$ cat src/rtl/uart_pkg.sv
// ---------------------------------------------------------------------------
// uart_pkg
// Shared definitions for the UART transmit path.
//   tx_state_t      : frame sequencer state encoding (IDLE/START/DATA/STOP)
//   UART_FRAME_BITS : bits per 8N1 frame (start + 8 data + stop)
//   UART_DATA_W     : data bits per frame
// ---------------------------------------------------------------------------
package uart_pkg;

    localparam int UART_FRAME_BITS = 10;
    localparam int UART_DATA_W     = 8;

    typedef enum logic [1:0] {
        TX_IDLE  = 2'd0,
        TX_START = 2'd1,
        TX_DATA  = 2'd2,
        TX_STOP  = 2'd3
    } tx_state_t;

endpackage

$ cat src/rtl/uart_baud_counter.sv
// ---------------------------------------------------------------------------
// uart_baud_counter
// Free-running bit-period timer: counts 0..CLKS_PER_BIT-1 and flags the
// last clock of each serial bit.
// Ports:
//   clk      in  system clock
//   rst      in  asynchronous active-low reset
//   clear    in  restart the period at count 0 on the next edge
//   bit_done out high during the last clock of a bit period
// ---------------------------------------------------------------------------
module uart_baud_counter #(
    parameter int CLKS_PER_BIT = 16
) (
    input  logic clk,
    input  logic rst,
    input  logic clear,
    output logic bit_done
);

    localparam int CNT_W = (CLKS_PER_BIT > 1) ? $clog2(CLKS_PER_BIT) : 1;
    localparam logic [CNT_W-1:0] CNT_LAST = CNT_W'(CLKS_PER_BIT - 1);

    logic [CNT_W-1:0] cnt_reg;

    always_ff @(posedge clk or negedge rst) begin
        if (!rst) begin
            cnt_reg <= '0;
        end else if (clear || (cnt_reg == CNT_LAST)) begin
            cnt_reg <= '0;
        end else begin
            cnt_reg <= cnt_reg + CNT_W'(1);
        end
    end

    assign bit_done = (cnt_reg == CNT_LAST);

endmodule

$ cat src/rtl/uart_tx_ctrl.sv
// ---------------------------------------------------------------------------
// uart_tx_ctrl
// Pops bytes from a first-word-fall-through TX FIFO and serialises each one
// as an 8N1 frame (start, 8 data bits LSB first, stop), every bit held for
// CLKS_PER_BIT clocks. Back-to-back frames run with no idle gap.
// Ports:
//   clk         in  system clock (rising edge)
//   rst         in  asynchronous active-low reset
//   tx_en       in  permission to start new frames
//   fifo_empty  in  TX FIFO empty flag
//   fifo_dout   in  TX FIFO head word (valid while fifo_empty=0)
//   fifo_rd_en  out pop strobe, combinational
//   tx          out registered serial line, idle high
//   busy        out high while a frame is in flight
//   frame_done  out one-cycle pulse on the last clock of each stop bit
// ---------------------------------------------------------------------------
module uart_tx_ctrl
    import uart_pkg::*;
#(
    parameter int CLKS_PER_BIT = 16,
    parameter int DATA_W       = UART_DATA_W
) (
    input  logic              clk,
    input  logic              rst,
    input  logic              tx_en,
    input  logic              fifo_empty,
    input  logic [DATA_W-1:0] fifo_dout,
    output logic              fifo_rd_en,
    output logic              tx,
    output logic              busy,
    output logic              frame_done
);

    localparam logic [1:0] S_IDLE  = TX_IDLE;
    localparam logic [1:0] S_START = TX_START;
    localparam logic [1:0] S_DATA  = TX_DATA;
    localparam logic [1:0] S_STOP  = TX_STOP;

    // Bit counter values: 0 = start, 1..DATA_W = data, FRAME_BITS-1 = stop.
    localparam logic [3:0] LAST_DATA_IDX = 4'(DATA_W);
    localparam logic [3:0] STOP_IDX      = 4'(UART_FRAME_BITS - 1);

    logic [1:0]        state_reg,   state_next;
    logic [3:0]        bit_cnt_reg, bit_cnt_next;
    logic [DATA_W-1:0] shreg_reg,   shreg_next;
    logic              tx_reg,      tx_next;
    logic [DATA_W-1:0] shreg_shifted;
    logic              bit_done;
    logic              pop;
    logic              baud_clear;

    // Baud timer is held at zero while idle and restarted on every pop, so
    // the start bit always lasts a full period measured from the pop edge.
    assign baud_clear = pop || (state_reg == S_IDLE);

    uart_baud_counter #(
        .CLKS_PER_BIT(CLKS_PER_BIT)
    ) u_baud (
        .clk     (clk),
        .rst     (rst),
        .clear   (baud_clear),
        .bit_done(bit_done)
    );

    // A new frame may start from idle, or on the final stop-bit clock so the
    // next start bit follows without a gap.
    assign pop = tx_en && !fifo_empty &&
                 ((state_reg == S_IDLE) || ((state_reg == S_STOP) && bit_done));

    // Logical shift right by one, MSB filled with zero.
    genvar gi;
    generate
        for (gi = 0; gi < DATA_W - 1; gi++) begin : g_shift
            assign shreg_shifted[gi] = shreg_reg[gi+1];
        end
    endgenerate
    assign shreg_shifted[DATA_W-1] = 1'b0;

    always_comb begin
        state_next   = state_reg;
        bit_cnt_next = bit_cnt_reg;
        shreg_next   = shreg_reg;
        tx_next      = tx_reg;

        if (pop) begin
            state_next   = S_START;
            bit_cnt_next = 4'd0;
            shreg_next   = fifo_dout;
            tx_next      = 1'b0;
        end else begin
            case (state_reg)
                S_IDLE: begin
                    tx_next      = 1'b1;
                    bit_cnt_next = 4'd0;
                end
                S_START: begin
                    if (bit_done) begin
                        state_next   = S_DATA;
                        bit_cnt_next = 4'd1;
                        tx_next      = shreg_reg[0];
                    end
                end
                S_DATA: begin
                    if (bit_done) begin
                        if (bit_cnt_reg == LAST_DATA_IDX) begin
                            state_next   = S_STOP;
                            bit_cnt_next = STOP_IDX;
                            tx_next      = 1'b1;
                        end else begin
                            shreg_next   = shreg_shifted;
                            bit_cnt_next = bit_cnt_reg + 4'd1;
                            tx_next      = shreg_shifted[0];
                        end
                    end
                end
                S_STOP: begin
                    if (bit_done) begin
                        state_next   = S_IDLE;
                        bit_cnt_next = 4'd0;
                        tx_next      = 1'b1;
                    end
                end
                default: begin
                    state_next   = S_IDLE;
                    bit_cnt_next = 4'd0;
                    tx_next      = 1'b1;
                end
            endcase
        end
    end

    always_ff @(posedge clk or negedge rst) begin
        if (!rst) begin
            state_reg   <= S_IDLE;
            bit_cnt_reg <= 4'd0;
            shreg_reg   <= '0;
            tx_reg      <= 1'b1;
        end else begin
            state_reg   <= state_next;
            bit_cnt_reg <= bit_cnt_next;
            shreg_reg   <= shreg_next;
            tx_reg      <= tx_next;
        end
    end

    assign fifo_rd_en = pop;
    assign tx         = tx_reg;
    assign busy       = (state_reg != S_IDLE);
    assign frame_done = (state_reg == S_STOP) && bit_done;

endmodule

$ cat config.mk
export PLATFORM = sky130hd
export DESIGN_NAME = uart_tx_ctrl
export DESIGN_NICKNAME = d
export VERILOG_FILES = /design/src/rtl/uart_pkg.sv /design/src/rtl/uart_baud_counter.sv /design/src/rtl/uart_tx_ctrl.sv
export SDC_FILE = /design/constraint.sdc
export NUM_CORES = 1
export LEC_CHECK = 0
export ABC_AREA = 1
export CAP_MARGIN = 20
export CORE_MARGIN = 3
export CORE_UTILIZATION = 30
export DETAILED_ROUTE_END_ITERATION = 8
export GPL_TIMING_DRIVEN = 0
export PLACE_DENSITY = 0.54
export SETUP_SLACK_MARGIN = 0.4
export SLEW_MARGIN = 20
export SYNTH_ARGS = -nofsm -noshare
export SYNTH_HDL_FRONTEND = slang
export SYNTH_SLANG_ARGS = --single-unit
$ cat constraint.sdc
create_clock -name clk -period 3.4 [get_ports clk]
set_input_delay 1.02 -clock clk [delete_from_list [all_inputs] [get_ports clk]]
set_output_delay 1.02 -clock clk [all_outputs]
set_load 0.01 [all_outputs]
==> impl_metrics.toml <==
[clock_tree]
clkLatencyLatePin_ns = 0.26
clock-sinks = 19
cts_root_buf = "clkbuf_8"
cts_inserted_buffers = 3
cts_tree = "done"
clock_tree.buffer_depth = 2
htree_levels = 1
hold_buffers = 0
path_clk_slew_ns = 0.08

[final_layout]
drive_gt1_share_pct = 13.3
fin_nets = 178
largest_reg_flops = 8
synthToLayoutAreaGrowth_pct = 25.3
postLayoutCellArea_um2 = 1380
final_cells = 204
utilization_pct = 39.9
diodes = 0

[power_and_ir_drop]
leakage_nw = 0.686
seqPwrFrac_pct = 38.8
p_int_uw = 557
power_switching_uw = 355
switching_share_pct = 38.9
power.share.clock_pct = 17.7
peakVddDrop_v = 0.000282
powerDensity_nw_per_um2 = 664
pwr-share-comb_pct = 43.5

[route]
drc_errors = 0
wirelength_um = 2300
viasPerCell = 4.53
antenna_left = 0
vias = 925
drtIter0Drc = 34
firstDrtPassIters = 4
routedWlPerCell_um = 11.3

[synth]
synth.area.top_cells = "dfrtp_1, nand2_1, nand3_1"
async_flop_share_pct = 100
synthDominantCellAreaShare_pct = 41.0
synthAdderAreaFrac_pct = 7.98
synthCells = 137
synthFlopType = "dfrtp_1"
synth_nets = 156
synth_simple_gate_area_share_pct = 31.8
synth_edf_count = 0
synth_area_um2 = 1100
synth_xor_xnor_area_share_pct = 2.39
yosysTopAreaCell = "dfrtp_1"
synth_compound_area_share_pct = 5.47
synth_top_family_by_area = "simple AND/OR/NAND/NOR gates"
synthTopCellsByCount = "nand2_1, nand3_1, dfrtp_1, inv_1, nor2_1"
synth_cell_type_count = 25
syn_avg_cell_area_um2 = 8.01
synthMuxAreaShare_pct = 0
yosys_warnings = 0
synth-seq-cells = 19
yosysSeqAreaShare_pct = 43.4
synth.most_common_cell = "nand2_1"

[placed_design]
place_inst = 198
placed_cell_area_um2 = 1310
pre_cts_slack_ns = -0.141
io_buffer_count = 15
gp_congestion = 0.778
place_hpwl_um = 1680

[timing]
relSlewSlack_pct = 40.5
fin_skew_ns = 0.00672
setup_ws_ns = 0.502
grt_setup_unrepaired = "false"
period_share_pct = 85.2
slew_viol_final = 0
worst_pin_slew_ns = 0.890
hold_viol_final = 0
fin_crit_ns = 2.90
finalSetupViolations = 0
fmax_mhz = 345

[critical_path]
path_class = "in -> out"
rrSetupSlack_ns = 1.76
cp-start-kind = "input port"
cp_data_required_time_ns = 2.38
cp.arrival_ns = 1.88
critPathMaxFanout = 2
crit_path_end_kind = "primary output"

[grt]
grt_antenna_before_repair = 0
grt.total_usage_pct = 12.6
grt_first_pass_wirelength_um = 4220
grt_max_degree = 20
grt_pass1_vias = 917
grt.overflow.total = 0

[run]
cap_viol_max_count = 0

[die]
initial_utilization_pct = 31.9
io_pins = 16
die_w_um = 66.5
rows = 21
core_um2 = 3440
dieHeight_um = 66.5
dieArea_um2 = 4420

[worst_hold_path]
hp-class = "reg -> reg"

[run_status]
outcome = "finished clean"
==> layout make-up <==
| cell class | instances | area, µm² |
|---|---|---|
| plain buffers | 3 | 33.8 |
| clock buffers | 4 | 45.0 |
| fillers | 361 | 2070 |
| inverters | 18 | 67.6 |
| multi-input cells | 97 | 526 |
| flip-flops and latches | 19 | 477 |
| well taps | 46 | 57.6 |
| repair buffers | 17 | 169 |
==> layout by cell type (no fill, tap or decap) <==
cell             count
inv_1               12
xor2_1               2
o21ai_0              6
nor3_2               1
nor3_1               1
inv_2                5
clkbuf_1             1
a21oi_1              2
o21ai_1              1
ha_1                 7
nand3_4              1
buf_4                2
xnor2_1              1
nand4_1              2
dlymetal6s2s_1       1
nand3_1             21
dfstp_2              1
nor2_2               2
clkinv_1             1
nor2_1              10
o211ai_1             1
nand2_2              1
clkdlybuf4s50_1     13
dfrtp_1             18
nand2_1             36
clkbuf_8             3
nand3_2              1
buf_6                4
o31ai_1              1
==> metal layers <==
layer  up-vias  part of all wire, %  GRT usage [%]
li1        480                    -              -
met1       427                   46           16.6
met2        13                   48           19.3
met3         5                  3.7           2.36
met4         0                  2.6           6.85
met5         -                    0              0
==> through the flow <==
step / hold slack [ns] / total power [mW] / setup TNS (ns)
CTS: 0.466 / 0.929 / 0
global route: 0.485 / 1.00 / 0
floorplan: 0.433 / 0.631 / 0
finish: 0.464 / 0.913 / 0
global placement: 0.450 / 0.742 / -0.134
detailed placement: 0.455 / 0.751 / -0.141
==> final timing paths <==
path                                    from  depth (start not counted)           endpoint
max                               fifo_empty                          6         fifo_rd_en
max reg2reg                     state_reg[0]                          8       state_reg[1]
min                        u_baud.cnt_reg[0]                          1  u_baud.cnt_reg[0]
min reg2reg                u_baud.cnt_reg[0]                          1  u_baud.cnt_reg[0]
min in group asynchronous                rst                          1       state_reg[1]
max in group asynchronous                rst                          1       shreg_reg[6]
==> cell families (layout without fill, tap and decap cells) <==
logic type,after synthesis,count (layout)
xor+xnor,3,3
flops,19,19
compound gates,11,11
fa+ha+maj,7,7
buf+inv,21,42
simple gates,76,76
==> worst max-delay path: stages <==
cell and delay, ns:
clkdlybuf4s50_1 0.41, nor2_2 0.12, nand2_2 0.07, inv_2 0.07, buf_6 0.10, buf_6 0.09
==> repair_timing <==
item                       4_1_cts  5_1_grt
pin swaps                        1        2
setup endpoints to repair        1        1
buffers inserted                 2        0
resized for setup                8        1
==> power by group through the flow <==
stage | sequential, mW | combinational [mW] | clock [mW]
CTS | 0.354 | 0.406 | 0.169
global route | 0.365 | 0.460 | 0.179
global placement | 0.356 | 0.386 | 0
finish | 0.354 | 0.397 | 0.162
floorplan | 0.350 | 0.280 | 0
detailed placement | 0.358 | 0.392 | 0
(Power assumes the default switching activity.)
